==> src/rtl/hash_probe_sequencer_pkg.sv <==
// Shared types and defaults for the tabulation-hash probe path.
// Holds the hash select type and the sequencer FSM state encoding.
package tab_hash_pkg;
    localparam int VPN_W        = 45;
    localparam int HASH_W       = 32;
    localparam int NUM_HASH_MAX = 4;

    typedef logic [1:0] hash_id_t;

    typedef enum logic [1:0] {
        IDLE  = 2'd0,
        ISSUE = 2'd1,
        DRAIN = 2'd2,
        DONE  = 2'd3
    } state_e;
endpackage

==> src/rtl/hash_probe_sequencer_if.sv <==
// Request/result handshake plus the hash-unit side channel of the probe sequencer.
// The slave modport is the sequencer view; master is the requester/hash-unit side.
interface hash_probe_sequencer_if
    import tab_hash_pkg::*;
#(
    parameter int NUM_HASH = 4,
    parameter int VPN_W    = tab_hash_pkg::VPN_W,
    parameter int HASH_W   = tab_hash_pkg::HASH_W
);
    logic                       in_valid;
    logic                       in_ready;
    logic [VPN_W-1:0]           in_vpn;
    logic [VPN_W-1:0]           hash_vpn;
    hash_id_t                   hash_id;
    logic [HASH_W-1:0]          hash_result;
    logic                       out_valid;
    logic                       out_ready;
    logic [VPN_W-1:0]           out_vpn;
    logic [NUM_HASH*HASH_W-1:0] out_hash;

    modport slave (
        input  in_valid, in_vpn, hash_result, out_ready,
        output in_ready, hash_vpn, hash_id, out_valid, out_vpn, out_hash
    );

    modport master (
        output in_valid, in_vpn, hash_result, out_ready,
        input  in_ready, hash_vpn, hash_id, out_valid, out_vpn, out_hash
    );
endinterface

==> src/rtl/hash_probe_sequencer.sv <==
// Issues NUM_HASH hash probes for one VPN to an external registered hash unit and
// collects the results into per-id slots; one request in flight at a time.
module hash_probe_sequencer
    import tab_hash_pkg::*;
#(
    parameter int NUM_HASH = 4,
    parameter int VPN_W    = tab_hash_pkg::VPN_W,
    parameter int HASH_W   = tab_hash_pkg::HASH_W
) (
    input logic                    clk,
    input logic                    reset,
    hash_probe_sequencer_if.slave  bus
);
    localparam hash_id_t LAST_ID = hash_id_t'(NUM_HASH - 1);

    state_e                          state_q;
    hash_id_t                        cnt_q;
    logic [VPN_W-1:0]                vpn_q;
    logic [NUM_HASH-1:0][HASH_W-1:0] out_hash_q;
    logic                            cap_vld_q;
    hash_id_t                        cap_id_q;
    logic                            in_ready_q;
    logic                            out_valid_q;

    // The hash unit answers one cycle late, so the id issued last cycle is
    // remembered in cap_id_q and its result lands on the following edge.
    always_ff @(posedge clk or posedge reset) begin
        if (reset) begin
            state_q     <= IDLE;
            cnt_q       <= '0;
            vpn_q       <= '0;
            out_hash_q  <= '0;
            cap_vld_q   <= 1'b0;
            cap_id_q    <= '0;
            in_ready_q  <= 1'b1;
            out_valid_q <= 1'b0;
        end else begin
            cap_vld_q <= (state_q == ISSUE);
            cap_id_q  <= cnt_q;
            if (cap_vld_q) begin
                for (int k = 0; k < NUM_HASH; k++) begin
                    if (cap_id_q == hash_id_t'(k)) out_hash_q[k] <= bus.hash_result;
                end
            end

            case (state_q)
                IDLE: begin
                    if (bus.in_valid && in_ready_q) begin
                        vpn_q      <= bus.in_vpn;
                        cnt_q      <= '0;
                        in_ready_q <= 1'b0;
                        state_q    <= ISSUE;
                    end
                end
                ISSUE: begin
                    // Counter doubles as hash_id, so it returns to 0 on the way out.
                    if (cnt_q == LAST_ID) begin
                        cnt_q   <= '0;
                        state_q <= DRAIN;
                    end else begin
                        cnt_q <= hash_id_t'(cnt_q + 2'd1);
                    end
                end
                DRAIN: begin
                    out_valid_q <= 1'b1;
                    state_q     <= DONE;
                end
                DONE: begin
                    if (bus.out_ready) begin
                        out_valid_q <= 1'b0;
                        in_ready_q  <= 1'b1;
                        state_q     <= IDLE;
                    end
                end
                default: state_q <= IDLE;
            endcase
        end
    end

    assign bus.in_ready  = in_ready_q;
    assign bus.out_valid = out_valid_q;
    assign bus.hash_vpn  = vpn_q;
    assign bus.hash_id   = cnt_q;
    assign bus.out_vpn   = vpn_q;
    assign bus.out_hash  = out_hash_q;
endmodule

==> src/flat_wrapper.sv <==
// flat-port wrapper written by rule: the top's interface ports become plain ports
module hash_probe_sequencer_flat import tab_hash_pkg::*;
#(
    parameter int NUM_HASH = 4,
    parameter int VPN_W    = tab_hash_pkg::VPN_W,
    parameter int HASH_W   = tab_hash_pkg::HASH_W
)
  (clk, reset, bus_in_valid, bus_in_vpn, bus_hash_result, bus_out_ready, bus_in_ready, bus_hash_vpn, bus_hash_id, bus_out_valid, bus_out_vpn, bus_out_hash);
  hash_probe_sequencer_if #(.NUM_HASH(NUM_HASH), .VPN_W(VPN_W), .HASH_W(HASH_W)) bus_i ();
  input logic clk;
  input logic reset;
  input wire logic [$bits(bus_i.in_valid)-1:0] bus_in_valid;
  input wire logic [$bits(bus_i.in_vpn)-1:0] bus_in_vpn;
  input wire logic [$bits(bus_i.hash_result)-1:0] bus_hash_result;
  input wire logic [$bits(bus_i.out_ready)-1:0] bus_out_ready;
  output wire logic [$bits(bus_i.in_ready)-1:0] bus_in_ready;
  output wire logic [$bits(bus_i.hash_vpn)-1:0] bus_hash_vpn;
  output wire logic [$bits(bus_i.hash_id)-1:0] bus_hash_id;
  output wire logic [$bits(bus_i.out_valid)-1:0] bus_out_valid;
  output wire logic [$bits(bus_i.out_vpn)-1:0] bus_out_vpn;
  output wire logic [$bits(bus_i.out_hash)-1:0] bus_out_hash;
  assign bus_i.in_valid = bus_in_valid;
  assign bus_i.in_vpn = bus_in_vpn;
  assign bus_i.hash_result = bus_hash_result;
  assign bus_i.out_ready = bus_out_ready;
  assign bus_in_ready = bus_i.in_ready;
  assign bus_hash_vpn = bus_i.hash_vpn;
  assign bus_hash_id = bus_i.hash_id;
  assign bus_out_valid = bus_i.out_valid;
  assign bus_out_vpn = bus_i.out_vpn;
  assign bus_out_hash = bus_i.out_hash;
  hash_probe_sequencer #(.NUM_HASH(NUM_HASH), .VPN_W(VPN_W), .HASH_W(HASH_W)) u_core (.clk(clk), .reset(reset), .bus(bus_i));
endmodule
==> config.mk <==
export PLATFORM = sky130hd
export DESIGN_NAME = hash_probe_sequencer_flat
export DESIGN_NICKNAME = d
export VERILOG_FILES = /design/src/rtl/hash_probe_sequencer_pkg.sv /design/src/rtl/hash_probe_sequencer_if.sv /design/src/rtl/hash_probe_sequencer.sv /design/src/flat_wrapper.sv
export SDC_FILE = /design/constraint.sdc
export NUM_CORES = 1
export LEC_CHECK = 0
export ABC_AREA = 1
export ABC_CLOCK_PERIOD_IN_PS = 6900
export CELL_PAD_IN_SITES_DETAIL_PLACEMENT = 1
export CELL_PAD_IN_SITES_GLOBAL_PLACEMENT = 1
export CORE_UTILIZATION = 31
export CTS_CLUSTER_SIZE = 30
export DETAILED_ROUTE_END_ITERATION = 12
export MAX_ROUTING_LAYER = met4
export PLACE_DENSITY_LB_ADDON = 0.1
export SKIP_LAST_GASP = 1
export SLEW_MARGIN = 15
export SYNTH_ARGS = -nofsm -noshare
export SYNTH_HDL_FRONTEND = slang
export SYNTH_SLANG_ARGS = --single-unit
==> constraint.sdc <==
create_clock -name clk -period 6.9 [get_ports clk]
set_input_delay 1.035 -clock clk [delete_from_list [all_inputs] [get_ports clk]]
set_output_delay 1.035 -clock clk [all_outputs]
set_load 0.02 [all_outputs]
==> metrics <==
hpwl dp=about 14000 µm; Power Density=a little under 200 mW/mm²; CP Cell Sequence=clkdlybuf4s50_1; number of H-tree levels=4; ant diodes=0; top-area cell type share of the netlist area=0.634; Setup CP Type=reg2out; largest net degree at the start of global routing=slightly above 90; Worst R2R Path Depth=5; register area share after synthesis=0.638; worst hold path depth=0; Post-CTS Resized=0; layout cells sized above 1=0.0451; final hold slack=0.444 ns; crit-path max cell delay=slightly above 0.6 ns; hold buffers post-CTS=0; Hold WC Path Type=reg2reg; Synth Cell Area=approximately 0.0071 mm²; period utilization=0.383; Syn Inst Count=735; placed insts=1251; io pins=slightly above 300; CTS Sinks=182; Die H=approximately 150 µm; maximum root-to-sink buffer count=2; Syn Nets=822; WL/cell=15.7 µm; CTS tree=done; Routed Antenna Nets=0; minimum clock period=2.65 ns; GPL Wtd Cong=0.749; status=finished, final reports clean; grt ovf=0; crit path launch type=flop; TritonRoute pass-1 iters=4; Final Max Tran Viols=0; CTS Buf Count=17; Peak VDD IR=~0.00010 V; Worst-path clk slew=roughly 0.070 ns; first-pass GRT wire length=32100 µm; Synth cell types=15; Top delay family on crit path=buffers and inverters; final hold viol count=0; #FFs+latches synth=between 150 and 200; number of remaining DRC errors=0; Ys Warns=0; fin cells=between 1000 and 1500; clk_lat worst skew=0.43 ns; Avg Cell Area, Syn=9.72 µm²; postcts setup bufs=0; Die W=154 µm; port bufs=302; Slew HR=0.416; slew of the pin with the lowest slew margin=roughly 0.88 ns; Area growth, synth to finish=49.0%; Post-layout nets=~1100; cell taking the most area after synthesis=dfrtp_1; Die Area=0.0236 mm²; Worst Clk Skew=between 0.01 and 0.015 ns; vias per std cell=4.44; synth top area cells=dfrtp_1 (63%), o21ai_0 (12%), nand2_1 (10%), buf_4 (4.7%), inv_1 (4.6%); final core occ=0.470; setup TNS=0 ns; root buffer cell=clkbuf_16; Arr. time, crit path=1.61 ns; Crit. path cell count=1; Core Region=between 0.02 and 0.025 mm²; RSZ-0062 raised after global routing=no; CP Max Fanout=4; CP max stage cell=clkdlybuf4s50_1; WP buf/inv=1; via count=around 5700; DRT iter0 DRCs=242; initial antenna violation count=0; GRT Total Usage=0.181; Cell Rows=55; Pleak=roughly 0.0051 µW; Setup crit end kind=output pin; fmax=between 0.3 and 0.4 GHz; Initial Utilization=0.315; vias in the first global route=about 5800; Final Setup Violations=0; Req. time, crit path=just under 6 ns; Maximum Capacitance Violations=0; total wire length=just over 20000 µm
-- Yosys cell counts --
library cell	count
nand2_1	193
dfrtp_1	181
o21ai_0	174
inv_1	88
buf_4	45
buf_2	12
clkbuf_2	12
clkbuf_1	9
ha_1	6
nand3_1	5
nand3_2	4
nand4_1	3
dfstp_2	1
nor2_1	1
or2_2	1
-- worst register-to-register path, stage by stage (launching register included) --
cell and delay [ns]:
dfrtp_1 0.43, inv_1 0.11, ha_1 0.26, nand3_2 0.07, buf_4 0.59, o21ai_0 0.22
-- cell type report --
| class | count | area, µm² |
|---|---|---|
| clock inverter | 13 | 118 |
| fill | 2552 | 12000 |
| multi-input combinational | 387 | 1770 |
| timing repair buffer | 309 | 3080 |
| tap | 285 | 357 |
| inverter | 88 | 335 |
| sequential | 182 | 4560 |
| clock buffer | 18 | 429 |
-- cells in the final DEF (no fill, tap or decap), drive strengths merged --
master and n:
dfstp 1, nor2 1, clkdlybuf4s50 302, clkbuf 18, clkinv 3, or2 1
nand3 9, inv 93, nand2 193, ha 6, nand4 3, o21ai 174
clkinvlp 5, buf 7, dfrtp 181
-- per-stage QoR --
| stage | cell area (µm²) | setup slack (ns) | total power, µW |
|---|---|---|---|
| 3_3_place_gp | 10100 | 3.93 | 1170 |
| 2_1_floorplan | 7140 | 0.923 | 1110 |
| 5_1_grt | 10600 | 4.21 | 2140 |
| 3_5_place_dp | 10100 | 3.93 | 1170 |
| 4_1_cts | 10600 | 4.23 | 2090 |
| 6_report | 10600 | 4.25 | 2060 |
-- flip-flops by register name (all words and copies together) (netlist names) --
register,cells
u_core.bus.hash_id,2
u_core.bus.out_valid,1
u_core.bus.in_ready,1
u_core.cap_id_q,2
u_core.cap_vld_q,1
u_core.bus.hash_vpn,45
u_core.state_q,2
u_core.bus.out_hash,128
-- routing by layer --
metal,global-route usage,up-vias,wire (µm)
met5,-,-,0
met4,0.0633,0,365
met3,0.0445,26,1330
met2,0.279,221,9100
met1,0.233,2685,9380
li1,-,2758,-
-- cells by family after synthesis --
| kind of cell | after synthesis | synth area share |
|---|---|---|
| and+or+nand+nor | 207 | 0.115 |
| DFF | 182 | 0.638 |
| AOI/OAI and AO/OA | 174 | 0.122 |
| buffers and inverters | 166 | 0.115 |
| adders and majority gates | 6 | 0.0105 |
-- final timing paths --
kind                                                    from                             endpoint  slack [ns]
max in group asynchronous                              reset  u_core.bus.out_hash[72]$_DFFE_PP0P_        4.49
min in group asynchronous                              reset     u_core.bus.out_valid$_DFFE_PP0P_        1.04
max reg2reg                    u_core.state_q[0]$_DFFE_PP0P_   u_core.bus.hash_vpn[5]$_DFFE_PP0P_        5.09
min reg2reg                u_core.bus.hash_id[1]$_DFFE_PP0P_         u_core.cap_id_q[1]$_DFF_PP0_        0.44
min                        u_core.bus.hash_id[1]$_DFFE_PP0P_         u_core.cap_id_q[1]$_DFF_PP0_        0.44
max                          u_core.bus.in_ready$_DFFE_PP1P_                         bus_in_ready        4.25
-- report_power, final --
group | switching [µW] | internal (µW)
clock | 441 | 471
combinational | 39.8 | 43.1
sequential | 0 | 1070
No activity file was read; power rests on OpenSTA's default activity.
